$ cat config.mk
export PLATFORM = sky130hd
export DESIGN_NAME = rf_wb_sink
export DESIGN_NICKNAME = d
export VERILOG_FILES = /design/src/rtl/rf_wb_sink.sv
export SDC_FILE = /design/constraint.sdc
export NUM_CORES = 1
export LEC_CHECK = 0
export BUFFER_PORTS_ARGS = -buffer_cell sky130_fd_sc_hd__buf_2
export CAP_MARGIN = 40
export CELL_PAD_IN_SITES_DETAIL_PLACEMENT = 1
export CELL_PAD_IN_SITES_GLOBAL_PLACEMENT = 2
export CORE_AREA = 2 2 260 185
export DETAILED_ROUTE_END_ITERATION = 8
export DIE_AREA = 0 0 262 187
export PLACE_DENSITY = 0.77
export SLEW_MARGIN = 20
export SYNTH_ARGS = -nofsm -noshare
export SYNTH_HDL_FRONTEND = slang
export SYNTH_SLANG_ARGS = --single-unit
$ cat constraint.sdc
create_clock -name clk -period 1.8 [get_ports clk]
set_clock_uncertainty 0.2 [all_clocks]
set_input_delay 0.09 -clock clk [delete_from_list [all_inputs] [get_ports clk]]
set_output_delay 0.09 -clock clk [all_outputs]
set_load 0.005 [all_outputs]
$ cat src/rtl/rf_wb_sink.sv
// Register-file write-back sink: WB write port, two registered read ports with
// write bypass, hardwired R0 and a pending-write scoreboard. 1-cycle read latency; stall holds outputs.
module rf_wb_sink #(
    parameter int DATA_W   = 16,
    parameter int NUM_REGS = 16,
    parameter int ADDR_W   = 4
) (
    input  logic              clk,
    input  logic              rst,
    input  logic              we_DM_WB,
    input  logic [ADDR_W-1:0] dst_addr_DM_WB,
    input  logic [DATA_W-1:0] rf_w_data_DM_WB,
    input  logic              re0,
    input  logic              re1,
    input  logic [ADDR_W-1:0] p0_addr,
    input  logic [ADDR_W-1:0] p1_addr,
    input  logic              stall_ID_EX,
    input  logic              pend_set,
    input  logic [ADDR_W-1:0] pend_addr,
    output logic [DATA_W-1:0] p0,
    output logic [DATA_W-1:0] p1,
    output logic              p0_busy,
    output logic              p1_busy
);

    logic [DATA_W-1:0]   regs_q [NUM_REGS];
    logic [NUM_REGS-1:0] busy_q, busy_d;
    logic [DATA_W-1:0]   p0_q, p0_d, p1_q, p1_d;
    logic                p0_busy_q, p0_busy_d, p1_busy_q, p1_busy_d;
    logic                wr_vld, set_vld;

    assign wr_vld  = we_DM_WB && (dst_addr_DM_WB != '0);
    assign set_vld = pend_set && (pend_addr != '0);

    always_comb begin
        busy_d    = busy_q;
        p0_d      = p0_q;
        p1_d      = p1_q;
        p0_busy_d = p0_busy_q;
        p1_busy_d = p1_busy_q;

        // Set is applied after clear so a new producer stays outstanding.
        if (wr_vld) busy_d[dst_addr_DM_WB] = 1'b0;
        if (set_vld) busy_d[pend_addr] = 1'b1;
        busy_d[0] = 1'b0;

        if (re0 && !stall_ID_EX) begin
            if (wr_vld && (dst_addr_DM_WB == p0_addr)) p0_d = rf_w_data_DM_WB;
            else                                       p0_d = regs_q[p0_addr];
            p0_busy_d = busy_d[p0_addr];
        end

        if (re1 && !stall_ID_EX) begin
            if (wr_vld && (dst_addr_DM_WB == p1_addr)) p1_d = rf_w_data_DM_WB;
            else                                       p1_d = regs_q[p1_addr];
            p1_busy_d = busy_d[p1_addr];
        end
    end

    always_ff @(posedge clk) begin
        if (rst) begin
            for (int i = 0; i < NUM_REGS; i++) regs_q[i] <= '0;
            busy_q    <= '0;
            p0_q      <= '0;
            p1_q      <= '0;
            p0_busy_q <= 1'b0;
            p1_busy_q <= 1'b0;
        end else begin
            if (wr_vld) regs_q[dst_addr_DM_WB] <= rf_w_data_DM_WB;
            busy_q    <= busy_d;
            p0_q      <= p0_d;
            p1_q      <= p1_d;
            p0_busy_q <= p0_busy_d;
            p1_busy_q <= p1_busy_d;
        end
    end

    assign p0      = p0_q;
    assign p1      = p1_q;
    assign p0_busy = p0_busy_q;
    assign p1_busy = p1_busy_q;

endmodule

* Yosys cells after proc, flatten, opt, wreduce, memory -nomap -nowiden
Memories as Yosys holds them, arrays and structs flattened. A register that Yosys moved wholly into a read port is not among the register bits.
Index checks and enable logic that the tools add are counted.
** Word-level totals
- Register bits after elaboration :: 18
- Bits in writable memories :: 256
- Input bits :: 39
- Output and inout bits :: 34
- Word-level logic and storage cells :: 42
- Memories kept :: 1
** Cells by class
- Magnitude comparators :: 6
- Mux-type cells :: 18
- Bitwise logic cells :: 3
- Reduce and logical (&&, ||, !) cells :: 10
** Memory list
- regs_q :: depth 16, bits a word 16, rd ports 2, clocked after memory_dff 2, wr ports 16, RTL line 26 : logic [DATA_W-1:0] regs_q [NUM_REGS];
** Operators by type and width (count)
- 16-bit two-way mux :: 3
- 4-bit by 5-bit less-than comparator with 1-bit output, second input constant :: 4
- 16-bit AND :: 1
- 16-bit inverter :: 1
- 16-bit OR :: 1
- 16-bit OR reduction :: 1
- 1-bit two-way mux :: 10
- 1-bit binary-select mux with 4-bit select :: 2
- 1-bit demux with 4-bit select :: 2
- 4-bit by 1-bit greater-or-equal comparator with 1-bit output, second input constant :: 2
- 4-bit nonzero test :: 2
- 1-bit logical AND :: 6
- 4-bit two-way mux :: 1
- 1-bit logical NOT :: 1

* Longest topological paths before layout
- Depth in word-level cells :: 11
- Mapped depth :: 8
- Mapped depth without buffers :: 6

* Least setup slack after synthesis
No wires, ideal clock.
- Path kind :: in2reg
- From :: in dst_addr_DM_WB[0]
- To :: mem regs_q[12][0] (enable)
- Library setup time :: 392 ps
- Data arrival time :: 1421 ps
- Data required time :: 1208 ps
- Slack :: -213 ps
- Stages on the path :: 4
- Path buffers :: 2
- Path through :: buf_4 > or2_1 > buf_6 > o21bai_1
** RTL lines
- start: declaration :: RTL line 11 : input logic [ADDR_W-1:0] dst_addr_DM_WB,
- end: declaration :: RTL line 26

==> flow_metrics.env <==
export IMPL_fp_coreArea_mm2=0.04695
export IMPL_synth_xor_xnor_area_share_pct=0.4881
export IMPL_root_buffer="clkbuf_16"
export IMPL_synth_top_family_by_area="multiplexers"
export IMPL_rr_endpoint="p1[15]"
export IMPL_report_final_slew_viol_count=0
export IMPL_wl_met1_um=23730
export IMPL_cts_buffers=35
export IMPL_clk_pin_slew_ps=60
export IMPL_max_freq_ghz=0.4638
export IMPL_ys_flop_type="edfxtp_1"
export IMPL_worst_setup_path_start_kind="flip-flop"
export IMPL_crit_chain="mux4_2 -> mux4_2 -> mux2i_1 -> buf_4 -> a211oi_1"
export IMPL_wl_per_cell_um=28.35
export IMPL_powerDensity_mw_per_mm2=869.4
export IMPL_whs_ps=-12.89
export IMPL_final_cell_mix="edfxtp_1, and2_1, mux4_2"
export IMPL_synthesis_instances=1077
export IMPL_outcome="finished with violations"
export IMPL_setup_viol_count_final=34
export IMPL_intPower_mw=13.19
export IMPL_grt_overflow_total=0
export IMPL_period_share_pct=119.8
export IMPL_synth_edf_count=256
export IMPL_first_pass_iters=5
export IMPL_crit_slowest_cell="mux4_2"
export IMPL_p_clk_share_pct=38.3
export IMPL_finalCriticalPeriod_ps=2156
export IMPL_async_reset_ff_share_pct=0
export IMPL_die_width_um=262
export IMPL_routed_wl_um=54750
export IMPL_fin_ws_ps=-355.9
export IMPL_yosysSeqAreaShare_pct=53.67
export IMPL_io_buffers=72
export IMPL_grt_use_total_pct=22.47
export IMPL_die_area_mm2=0.04899
export IMPL_drt_vias_per_instance=5.685
export IMPL_grt_max_degree=34
export IMPL_endpoint="p1[15]"
export IMPL_hp_class="primary input to flip-flop"
export IMPL_cp_depth=5
export IMPL_n_fill_cell=4681
export IMPL_cts_tree="done"
export IMPL_io_pins=73
export IMPL_cts_sinks=305
export IMPL_crit_buf_inv=1
export IMPL_peakVddDrop_v=0.0005179
export IMPL_p_leak_nw=7.169
export IMPL_initial_core_util_pct=34.40
export IMPL_die_h_um=187
export IMPL_violations="negative hold slack, negative setup slack"
export IMPL_htree_levels=2
export IMPL_wl_met2_um=25010
export IMPL_cp_max_fo=2
export IMPL_drcViolationCount=0
export IMPL_rr_startpoint="regs_q[14][15]"
export IMPL_grt_pass1_wl_um=79210
export IMPL_worstSetupPathType="flip-flop to flip-flop"
export IMPL_top_layer="met5"
export IMPL_place_gp_congestion=0.8284
export IMPL_maxCapViolCount=0
export IMPL_clock_latency_ps=540
export IMPL_drtIter0Drc=1279
export IMPL_worstSetupEndpointType="flip-flop"
export IMPL_worstPathArrival_ps=2370
export IMPL_dp_hpwl_um=34670
export IMPL_synthMuxAreaShare_pct=24.78
export IMPL_power_frac_comb_pct=14.5
export IMPL_antenna_left=0
export IMPL_synth_adder_area_share_pct=0
export IMPL_slowest_delay_ps=500
export IMPL_synth_area_mm2=0.01615
export IMPL_layout_commonest_cell="edfxtp_1"
export IMPL_p_sw_share_pct=25.18
export IMPL_crit_family="multiplexers"
export IMPL_vias=10980
export IMPL_p_sw_mw=4.441
export IMPL_area_delta_synth_final_pct=25.57
export IMPL_fp_row_count=67
export IMPL_rsz0062_at_grt="yes"
export IMPL_synth_warnings=0
export IMPL_reg2regPathDepth=5
export IMPL_required_ps=2010
export IMPL_synth_compound_area_share_pct=3.688
export IMPL_drive_gt1_share_pct=36.39
export IMPL_seq_power_share_pct=47.2
export IMPL_antenna_found_initial=7
export IMPL_hold_viol=2
export IMPL_r2r_slack_ps=-360
export IMPL_synthSimpleGateAreaFrac_pct=13.95
export IMPL_final_util_pct=43.20
export IMPL_critPathLaunch="regs_q[14][15]"
export IMPL_yosysUniqueCellTypes=55
export IMPL_grt_pass1_vias=11400
export IMPL_avgSynthCellArea_um2=15.00
export IMPL_nNetsFinal=1322
export IMPL_crit_top_cell="mux4_2"
export IMPL_synth_seq_cells=305
export IMPL_wl_met3_um=4637
export IMPL_clockBufferDepth=3
[sequential cells by signal, indices dropped and copies added (netlist names)]
signal	flops
busy_q	15
p0	16
p0_busy	1
p1	16
p1_busy	1
regs_q	256
[layout make-up]
class	instances	area [um2]	area share, %
antenna	2	5.005	0.02468
clock buffer	44	929.6	4.584
clock inverter	18	111.4	0.5491
multi-input combinational	686	7139	35.20
sequential	305	8670	42.75
tap	621	777.0	3.831
timing repair buffer	255	2649	13.06
[power groups by stage]
| stage | logic [mW] | registers, mW | clock network, mW |
|---|---|---|---|
| after global placement | 2.40 | 8.43 | 0 |
| after global routing | 2.68 | 8.37 | 7.09 |
| final | 2.55 | 8.33 | 6.75 |
| after CTS | 2.52 | 8.32 | 6.86 |
| after detailed placement | 2.44 | 8.46 | 0 |
| after floorplan | 1.44 | 8.36 | 0 |
[worst min-delay path by stage]
stage | slack, ps | cells past startpoint | to | startpoint
after floorplan | 90 | 1 | regs_q[14][0] | rf_w_data_DM_WB[0]
after global placement | 260 | 2 | busy_q[7] | busy_q[7]
after detailed placement | 260 | 2 | busy_q[7] | busy_q[7]
after CTS | 1 | 5 | busy_q[4] | pend_set
after global routing | 6 | 4 | busy_q[11] | pend_addr[1]
final | -10 | 4 | busy_q[11] | pend_addr[1]
[through the flow]
stage	setup TNS [ps]	setup WS, ps	std cells	power, mW	instance area [um2]
detailed placement	-15100	-494.6	1833	10.91	18780
global route	-7758	-386.8	1929	18.15	20280
finish	-6283	-355.9	1931	17.63	20280
floorplan	-18480	-186.2	1092	9.801	16360
global placement	-14510	-475.3	1833	10.82	18780
CTS	-6356	-336.6	1928	17.70	20180
[timing repair]
action	4_1_cts	5_1_grt
gates cloned	0	1
hold endpoints to repair	285	2
setup endpoints to repair	33	134
pin swaps	13	18
hold buffers	33	1
setup buffers	0	2
resized for setup	6	19
[metal layers]
metal | up-vias | global-route usage (%)
met5 | - | 0
met4 | 2 | 6.258
li1 | 4570 | -
met2 | 544 | 34.55
met3 | 95 | 4.661
met1 | 5767 | 32.26
[cell usage after synthesis (all sizes together), types with 3 or more instances]
cell type,n,area share (%)
nand2,16,0.37
nand2b,8,0.31
dfxtp,49,6.1
a211oi,34,1.6
o21ai,12,0.40
nand4b,4,0.22
nand3,11,0.34
mux4,162,23
nor2,63,1.6
buf,51,2.2
edfxtp,256,48
xnor2,8,0.43
nand4,6,0.23
and2,241,9.3
clkbuf,48,1.1
nor2b,5,0.19
nand3b,5,0.39
a21oi,12,0.37
nor3b,3,0.14
mux2i,33,2.0
o21bai,13,0.60
nor3,4,0.12
[tightest hold or removal path, stage by stage]
cell     delay [ps]
buf_2           170
nand3_1         140
and2_1          210
nor2_1           50
[logic make-up after synthesis]
kind of cell,Yosys count
muxes,197
other,1
buffers and inverters,101
xor gates and xnor gates,9
and+or+nand+nor,381
AOI/OAI and AO/OA,83
DFF,305
Power figures use the tool's default switching activity.
